`src/rtl/axis_threshold_calibrator_pkg.sv`:
```
// Shared types and helpers for the threshold calibrator: FSM encoding,
// signed range limits and saturation from a wide signed value to W bits.
package axis_threshold_calibrator_pkg;

   typedef enum logic [1:0] {
      ST_IDLE    = 2'd0,
      ST_ACQUIRE = 2'd1,
      ST_COMPUTE = 2'd2,
      ST_APPLY   = 2'd3
   } state_t;

   function automatic logic signed [63:0] signed_max(input int unsigned w);
      return (64'sd1 <<< (w - 1)) - 64'sd1;
   endfunction

   function automatic logic signed [63:0] signed_min(input int unsigned w);
      return -(64'sd1 <<< (w - 1));
   endfunction

   // Clamp to the w-bit signed range; the result is still carried in 64 bits.
   function automatic logic signed [63:0] saturate(input logic signed [63:0] v,
                                                   input int unsigned w);
      if (v > signed_max(w)) return signed_max(w);
      if (v < signed_min(w)) return signed_min(w);
      return v;
   endfunction

endpackage

```
`src/rtl/axis_minmax_accumulator.sv`:
```
// Running signed min/max and sample count; clear seeds min/max so that the
// first accepted sample becomes both extremes.
module axis_minmax_accumulator
   import axis_threshold_calibrator_pkg::*;
#(
   parameter int unsigned SAMPLE_W = 16,
   parameter int unsigned CNT_W    = 21
) (
   input  logic                       aclk,
   input  logic                       aresetn,
   input  logic                       clear,
   input  logic                       valid,
   input  logic signed [SAMPLE_W-1:0] sample,
   output logic signed [SAMPLE_W-1:0] run_min,
   output logic signed [SAMPLE_W-1:0] run_max,
   output logic        [CNT_W-1:0]    count
);

   localparam logic signed [SAMPLE_W-1:0] INIT_MIN = SAMPLE_W'(signed_max(SAMPLE_W));
   localparam logic signed [SAMPLE_W-1:0] INIT_MAX = SAMPLE_W'(signed_min(SAMPLE_W));

   // NOTE: sequential state uses non-blocking assignments so every register samples pre-edge values.
   always_ff @(posedge aclk) begin
      if (!aresetn) begin
         run_min <= '0;
         run_max <= '0;
         count   <= '0;
      end else if (clear) begin
         run_min <= INIT_MIN;
         run_max <= INIT_MAX;
         count   <= '0;
      end else if (valid) begin
         if (sample < run_min) run_min <= sample;
         if (sample > run_max) run_max <= sample;
         count <= count + 1'b1;
      end
   end

endmodule

```
`src/rtl/axis_threshold_calibrator.sv`:
```
// Observes channel A over a 2^N sample window, derives a centred hysteresis
// band from the observed extremes and applies both thresholds in one cycle.
module axis_threshold_calibrator
   import axis_threshold_calibrator_pkg::*;
#(
   parameter int unsigned S_AXIS_TDATA_WIDTH = 32,
   parameter int unsigned MAX_WINDOW_LOG     = 20,
   parameter int unsigned MIN_AMPLITUDE      = 64
) (
   input  logic                                 aclk,
   input  logic                                 aresetn,
   input  logic                                 cfg_start,
   input  logic        [4:0]                    cfg_window_log,
   input  logic        [3:0]                    cfg_hyst_shift,
   input  logic                                 S_AXIS_tvalid,
   input  logic        [S_AXIS_TDATA_WIDTH-1:0] S_AXIS_tdata,
   output logic                                 S_AXIS_tready,
   output logic signed [S_AXIS_TDATA_WIDTH/2-1:0] FC_lower_threshold,
   output logic signed [S_AXIS_TDATA_WIDTH/2-1:0] FC_upper_threshold,
   output logic                                 busy,
   output logic                                 done,
   output logic                                 error,
   output logic signed [S_AXIS_TDATA_WIDTH/2-1:0] stat_min,
   output logic signed [S_AXIS_TDATA_WIDTH/2-1:0] stat_max
);

   localparam int unsigned HW    = S_AXIS_TDATA_WIDTH / 2;
   localparam int unsigned EW    = HW + 1;
   localparam int unsigned CNT_W = MAX_WINDOW_LOG + 1;
   localparam logic [4:0]  MAX_LOG = 5'(MAX_WINDOW_LOG);
   localparam logic signed [EW-1:0] MIN_AMP = $signed(EW'(MIN_AMPLITUDE));

   state_t               state;
   logic [4:0]           window_log;
   logic [3:0]           hyst_shift;
   logic signed [HW-1:0] lower_q, upper_q;
   logic signed [HW-1:0] signal_a, acc_min, acc_max;
   logic [CNT_W-1:0]     acc_count, last_index;
   logic                 start_accept, sample_accept, window_last;

   assign S_AXIS_tready = 1'b1;
   assign signal_a      = $signed(S_AXIS_tdata[HW-1:0]);
   assign start_accept  = (state == ST_IDLE) && cfg_start;
   assign sample_accept = (state == ST_ACQUIRE) && S_AXIS_tvalid;
   assign last_index    = (CNT_W'(1) << window_log) - CNT_W'(1);
   assign window_last   = sample_accept && (acc_count == last_index);

   axis_minmax_accumulator #(
      .SAMPLE_W (HW),
      .CNT_W    (CNT_W)
   ) u_acc (
      .aclk    (aclk),
      .aresetn (aresetn),
      .clear   (start_accept),
      .valid   (sample_accept),
      .sample  (signal_a),
      .run_min (acc_min),
      .run_max (acc_max),
      .count   (acc_count)
   );

   // One extra bit keeps span, sum and band edges exact before saturation.
   logic signed [EW-1:0] max_ext, min_ext, amplitude, center, hyst, lower_ext, upper_ext;
   logic signed [HW-1:0] lower_sat, upper_sat;
   logic                 too_small;

   assign max_ext   = {acc_max[HW-1], acc_max};
   assign min_ext   = {acc_min[HW-1], acc_min};
   assign amplitude = max_ext - min_ext;
   assign center    = (max_ext + min_ext) >>> 1;
   assign hyst      = amplitude >>> hyst_shift;
   assign lower_ext = center - hyst;
   assign upper_ext = center + hyst;
   assign lower_sat = HW'(saturate(64'(lower_ext), HW));
   assign upper_sat = HW'(saturate(64'(upper_ext), HW));
   assign too_small = amplitude < MIN_AMP;

   always_ff @(posedge aclk) begin
      if (!aresetn) begin
         state              <= ST_IDLE;
         window_log         <= '0;
         hyst_shift         <= '0;
         lower_q            <= '0;
         upper_q            <= '0;
         FC_lower_threshold <= '0;
         FC_upper_threshold <= '0;
         stat_min           <= '0;
         stat_max           <= '0;
         busy               <= 1'b0;
         done               <= 1'b0;
         error              <= 1'b0;
      end else begin
         done  <= 1'b0;
         error <= 1'b0;
         case (state)
            ST_IDLE: begin
               if (cfg_start) begin
                  window_log <= (cfg_window_log > MAX_LOG) ? MAX_LOG : cfg_window_log;
                  hyst_shift <= (cfg_hyst_shift == 4'd0) ? 4'd1 : cfg_hyst_shift;
                  busy       <= 1'b1;
                  state      <= ST_ACQUIRE;
               end
            end
            ST_ACQUIRE: begin
               if (window_last) state <= ST_COMPUTE;
            end
            ST_COMPUTE: begin
               lower_q <= lower_sat;
               upper_q <= upper_sat;
               if (too_small) begin
                  stat_min <= acc_min;
                  stat_max <= acc_max;
                  error    <= 1'b1;
                  busy     <= 1'b0;
                  state    <= ST_IDLE;
               end else begin
                  state <= ST_APPLY;
               end
            end
            ST_APPLY: begin
               FC_lower_threshold <= lower_q;
               FC_upper_threshold <= upper_q;
               stat_min           <= acc_min;
               stat_max           <= acc_max;
               done               <= 1'b1;
               busy               <= 1'b0;
               state              <= ST_IDLE;
            end
            default: state <= ST_IDLE;
         endcase
      end
   end

endmodule
```
`config.mk`:
```
export PLATFORM = sky130hd
export DESIGN_NAME = axis_threshold_calibrator
export DESIGN_NICKNAME = d
export VERILOG_FILES = /design/src/rtl/axis_threshold_calibrator_pkg.sv /design/src/rtl/axis_minmax_accumulator.sv /design/src/rtl/axis_threshold_calibrator.sv
export SDC_FILE = /design/constraint.sdc
export NUM_CORES = 1
export LEC_CHECK = 0
export CAP_MARGIN = 20
export CORE_UTILIZATION = 40
export CTS_CLUSTER_DIAMETER = 200
export DETAILED_ROUTE_END_ITERATION = 7
export DONT_BUFFER_PORTS = 1
export PLACE_DENSITY_LB_ADDON = 0.1
export SYNTH_ARGS = -nofsm -noshare
export SYNTH_HDL_FRONTEND = slang
export SYNTH_SLANG_ARGS = --single-unit
export TNS_END_PERCENT = 30
```
`constraint.sdc`:
```
create_clock -name aclk -period 15.42 [get_ports aclk]
set_input_delay 1.542 -clock aclk [delete_from_list [all_inputs] [get_ports aclk]]
set_output_delay 1.542 -clock aclk [all_outputs]
set_load 0.02 [all_outputs]
```
* Yosys cells after proc, flatten, opt, wreduce, memory -nomap -nowiden
Cells that the tools add are included.
Widths: inputs -> output; s select.
** Word-level totals
- Register bits :: 163
- Latch bits :: 0
- Bits in writable memories :: 0
- ROM bits :: 0
- Input port bits :: 45
- Output and inout bits :: 68
- Logic and storage cells :: 96
- Memories kept :: 0
** Cells by class
- $add $sub $neg :: 6
- $mul :: 0
- Div/mod/pow operators :: 0
- Order comparisons :: 8
- Eq/ne operators :: 7
- Shift-type cells :: 2
- Multiplexer cells :: 35
- Bitwise operators :: 1
- Reductions and logical operators :: 20
** Operator list (count)
- $mux 16 :: 13
- $pmux 16 s2 :: 2
- $mux 15 :: 3
- $gt 17x16->1 const B :: 2
- $lt 17x16->1 const B :: 2
- $add 21x1->21 const B :: 1
- $eq 21x21->1 :: 1
- $shl 1x5->21 const A :: 1
- $sub 21x2->21 const B :: 1
- $add 16x16->17 :: 1
- $add 16x17->17 :: 1
- $lt 17x8->1 const B :: 1
- $sshr 17x4->17 :: 1
- $sub 16x16->17 :: 1
- $sub 16x17->17 :: 1
- $gt 16x16->1 :: 1
- $lt 16x16->1 :: 1
- $reduce_and 2->1 :: 8
- $mux 1 :: 10
- $pmux 2 s4 :: 1
- $reduce_bool 2->1 :: 4
- $mux 2 :: 3
- $ne 2x2->1 const B :: 3
- $gt 5x5->1 const B :: 1
- 12 further kinds :: 15

* Longest topological paths before layout
- Word-level depth :: 8
- Gate-level depth with buffers :: 26
- Gate-level depth less buffers :: 24

* By module
From an unflattened synthesis, not the netlist that was laid out.
** Unflattened totals
- Cells, all modules :: 1570
- Area, all modules :: 12321.8 µm²
** Modules (own cells, without submodules)
- axis_threshold_calibrator :: instances 1, cells an instance 1237, area an instance 9372.7 µm², sequential area each 2202.1 µm²
- axis_minmax_accumulator :: instances 1, cells an instance 333, area an instance 2949.1 µm², sequential area each 1061.0 µm²

* Worst setup path before layout
Ideal clock, no wire load.
- Path kind :: register -> register
- Start point :: reg u_acc.run_min[1]
- End point :: reg lower_q[10]
- Setup time :: 0.122 ns
- Arrival time :: 5.667 ns
- Data required time :: 15.298 ns
- Setup slack :: 9.632 ns
- Cell stages (with the launch flop) :: 26
- Path buffers :: 2
- Period minus slack after synthesis :: 5.788 ns
- Cells stage by stage :: dfxtp_1 -> inv_1 -> ha_1 -> nor2b_1 -> o31a_1 -> o311ai_4 -> a211oi_4 -> a221oi_4 -> xor2_4 -> a221o_1 -> a21o_1 -> o21ai_0 -> ha_1 -> inv_1 -> fa_1 -> nor2b_1 -> o311a_1 -> o221ai_1 -> o21ai_1 -> a311oi_1 -> o21bai_1 -> and3_1 -> buf_2 -> o41ai_4 -> buf_6 -> a21oi_1
** Between the ends
- Word-level cells in the longest chain between the ends :: 8
- Elaborated cells between the ends (all ways) :: 12
- Those cells by class :: add/sub (3); order compare (2); shift (1); mux (6)
** Ends and longest elaborated chain
- from (decl) :: line axis_minmax_accumulator.sv:14 : output logic signed [SAMPLE_W-1:0] run_min,
- from (signal assigned) :: line axis_minmax_accumulator.sv:33 : if (sample < run_min) run_min <= sample;
- $sub 16x16->17 :: line axis_threshold_calibrator.sv:69 : assign amplitude = max_ext - min_ext;
- $sshr 17x4->17 :: line axis_threshold_calibrator.sv:71 : assign hyst = amplitude >>> hyst_shift;
- $sub 16x17->17 (*) :: line axis_threshold_calibrator.sv:72 : assign lower_ext = center - hyst;
- $lt 17x16->1 :: line axis_threshold_calibrator_pkg.sv:24 : if (v < signed_min(w)) return signed_min(w);
- $mux 1 (2 in series) :: line axis_threshold_calibrator_pkg.sv:24
- $mux 16 :: line axis_threshold_calibrator_pkg.sv:25 : return v;
- $mux 16 (*) :: line axis_threshold_calibrator_pkg.sv:24
- to (signal assigned) :: line axis_threshold_calibrator.sv:108 : lower_q <= lower_sat;
- to (decl) :: line axis_threshold_calibrator.sv:36 : logic signed [HW-1:0] lower_q, upper_q;
Mark *: on every way between the ends. The rest lies on a longest branch, timed or not. The select of a mux whose other input is x is not followed.
A chain may end at the register's enable or synchronous reset.

* Worst setup path in the final report
- Start point :: reg u_acc.run_max[0]
- End point :: reg lower_q[2]
** Between the ends
- Word-level cells in the longest chain between the ends :: 8
- Elaborated cells between the ends (all ways) :: 12
- Those cells by class :: add/sub (3); order compare (2); shift (1); mux (6)
** Ends and longest elaborated chain
- from (decl) :: line axis_minmax_accumulator.sv:15 : output logic signed [SAMPLE_W-1:0] run_max,
- from (signal assigned) :: line axis_minmax_accumulator.sv:34 : if (sample > run_max) run_max <= sample;
- $sub 16x16->17 :: line axis_threshold_calibrator.sv:69
- $sshr 17x4->17 :: line axis_threshold_calibrator.sv:71
- $sub 16x17->17 (*) :: line axis_threshold_calibrator.sv:72
- $lt 17x16->1 :: line axis_threshold_calibrator_pkg.sv:24
- $mux 1 (2 in series) :: line axis_threshold_calibrator_pkg.sv:24
- $mux 16 :: line axis_threshold_calibrator_pkg.sv:25
- $mux 16 (*) :: line axis_threshold_calibrator_pkg.sv:24
Marks and branches as above.

==> run summary <==
status: finished, final reports clean
mux contribution to synthesized area: 8.19%
placed wire-length estimate: 22.7 mm
Hold WS: 0.464 ns
largest net degree at the start of global routing: 150
synthesized area per cell: 8.11 µm²
synthesized area: 0.0119 mm²
area share of the largest cell type after synthesis: 27.4%
GRT met3 Usage: 3.68%
fmax: 140 MHz
number of global-route vias before repair: 9,241
DRC Markers: 0
count leader, synth: nand2_1
Netlist cell types: 84
Layout Nets: 1,553
Sum Neg Setup Slack: 0 ns
CTS sink count: 163
most instantiated cells after synthesis: nand2_1 (202), dfxtp_1 (163), nor2_1 (115)
CTS tree: yes
post-synthesis sequential area ratio: 27.4%
Syn-to-layout area delta: 6.14%
Longest Clk Path Bufs: 2
Reg2Reg Setup Slack: 8.28 ns
Layout Utilization: 43.6%
total of max-cap violations: 0
CTS H-tree depth: 4
Synthesized Nets: 1,616
DIE AREA: 0.0305 mm²
grt met2 use: 31.7%
Initial Util: 41.1%
skew final: 0.0119 ns
WL final: 30.5 mm
DR vias: 9,675
Slew headroom: 33.1%
Worst-Margin Slew: 1.00 ns
leakage: 5.00 nW
die extent in x: 175 µm
first drt pass iteration count: 5
required time of the critical path: 15.70 ns
Setup Viol. Count Final: 0
All-Layer GR Usage: 20.2%
Antenna diodes: 0
CTS buffer count: 17
Place WS: 8.30 ns
Worst IR Drop VDD: 0.0768 mV
Logic pwr share: 38.1%
largest family of logic cells by synthesized area: compound AO/OA/AOI/OAI gates
P_sw: 0.533 mW
later-pin clock latency in the skew report: 0.44 ns
Crit Path Class: register to register
power per cell area: 111 mW/mm²
Synth warnings: 0
CP Max Fanout: 12
sequential fraction of design power: 31.4%
Mapped Cells: 1,469
Row Count: 62
gr ovfl total: 0
most area-consuming cells after synthesis: dfxtp_1 (27%), ha_1 (10%), mux2i_1 (7.1%)
simple-gate area share of the yosys netlist: 17.6%
1st-iter DRT viols: 429
die height: 175 µm
final setup margin: 8.28 ns
# hold bufs at CTS: 0
internal power: 0.876 mW
Hold WC Path Type: register to register
dominant synthesized flop cell: dfxtp_1
Compound-Gate Fraction of Synth Area: 22.2%
Tcrit/Tclk final: 46.3%
post-route ant nets: 0
post-synthesis adder-cell area fraction: 12.3%
final hold violation count: 0
Filler cells: 3,008
clock power share: 30.5%
root buffer cell: clkbuf_16
RSZ-0062 raised after global routing: false
first-pass GRT wire length: 49.5 mm
Min Clock Period, post-route: 7.14 ns
Startpoint Class: register
non-filler cells, final: 1,803
WL per Instance: 16.9 µm
placed cell count: 1,768
PortBufs: 0
Placer Congestion: 0.877
post-synthesis async set-or-reset flop share: 0%
Post-CTS Setup Bufs: 0
number of flops mapped to enable cells by yosys: 0
# IOs: 113
Worst EP arrival: 7.42 ns
Core Footprint: 0.0290 mm²
Net Sw Frac: 37.8%
share of cells above drive strength 1: 5.99%
Synth Area in XOR/XNOR: 6.39%
post-CTS resize count: 0
Synth area leader: dfxtp_1
met1 Use GR: 28.2%
number of synthesized register bits: 163
CP endpoint kind: register
max-slew violation count: 0
initial antenna violation count: 0
Clock Pin Slew Worst Setup and Hold Paths: 0.08 ns
most crowded layer after global routing: met2
Via density: 5.37
power groups by stage:
stage / clock network [mW] / logic [mW] / registers (mW)
after floorplan: 0 / 0.435 / 0.444
after global placement: 0 / 0.534 / 0.452
after detailed placement: 0 / 0.535 / 0.452
after CTS: 0.440 / 0.538 / 0.442
after global routing: 0.456 / 0.597 / 0.444
final: 0.429 / 0.537 / 0.442
cell families (layout without fill, tap and decap cells):
group,after synthesis,count (layout)
other cells,1,1
xor+xnor,83,83
compound gates,388,388
flops,163,163
buf+inv,161,111
mux,94,94
fa+ha+maj,117,117
simple gates,462,462
final timing paths:
kind | startpoint | to | depth (start not counted)
setup reg to reg | u_acc.run_max[0]$_SDFFE_PP0P_ | lower_q[2]$_SDFFE_PN0P_ | 24
hold reg to reg | upper_q[14]$_SDFFE_PN0P_ | FC_upper_threshold[14]$_SDFFE_PN0P_ | 2
hold / removal | upper_q[14]$_SDFFE_PN0P_ | FC_upper_threshold[14]$_SDFFE_PN0P_ | 2
setup / recovery | u_acc.run_max[0]$_SDFFE_PP0P_ | lower_q[2]$_SDFFE_PN0P_ | 24
critical path: stages, from the launching register on:
cell and delay (ns):
dfxtp_1 0.47, inv_1 0.08, ha_1 0.21, fa_1 0.40
nand2b_1 0.20, a21o_1 0.22, a211oi_4 0.29, a21oi_2 0.16
xnor2_1 0.32, mux2i_1 0.16, a221o_1 0.38, a21o_1 0.23
o21ai_0 0.35, ha_1 0.25, inv_1 0.06, fa_1 0.39
nor2b_1 0.17, o311a_1 0.37, o221ai_1 0.35, o21ai_1 0.21
a311oi_1 0.33, o21bai_1 0.13, and3_1 0.33, o211ai_1 0.78
a21oi_1 0.15
per-layer routing:
metal	vias up	wire, µm
met5	-	0
met4	0	558
met3	29	1060
met2	162	13500
met1	4481	15400
li1	5003	-
metrics by stage:
step                      total power, mW  instance area [µm²]
after floorplan                     0.879                11900
after global placement              0.986                12000
after detailed placement            0.987                12000
after CTS                            1.42                12600
after global routing                 1.50                12600
final                                1.41                12600
registers in the layout, indices dropped and copies added, names as in the netlist:
name,count
u_acc.count,21
FC_lower_threshold,16
FC_upper_threshold,16
lower_q,16
stat_max,16
stat_min,16
u_acc.run_max,16
u_acc.run_min,16
upper_q,16
window_log,5
hyst_shift,4
state,2
busy,1
done,1
error,1
cells in the final DEF (no fill, tap or decap), types with 7 or more instances in the layout:
master / count
a2111oi_0: 7
a211oi_1: 12
a21boi_0: 56
a21o_1: 20
a21oi_1: 96
a31oi_1: 10
and3_1: 8
buf_4: 7
clkbuf_16: 17
dfxtp_1: 163
ha_1: 98
inv_1: 65
maj3_2: 9
mux2_2: 8
mux2i_1: 84
nand2_1: 202
nand2b_1: 15
nand3_1: 15
nand3b_1: 8
nand4_1: 10
nor2_1: 115
nor2b_1: 23
nor3_1: 21
o211ai_1: 7
o21a_1: 10
o21ai_0: 82
o21bai_1: 13
or3_1: 15
xnor2_1: 44
xor2_1: 37
final cells by class:
class,count,area [µm²],area share [%]
sequential,163,3260,25.8
timing repair buffer,10,110,0.871
clock buffer,21,470,3.72
tap,384,480,3.80
multi-input combinational,1145,7970,63.0
inverter,69,259,2.05
clock inverter,11,92.6,0.732
Note: power is estimated with default switching activity, not from simulation.
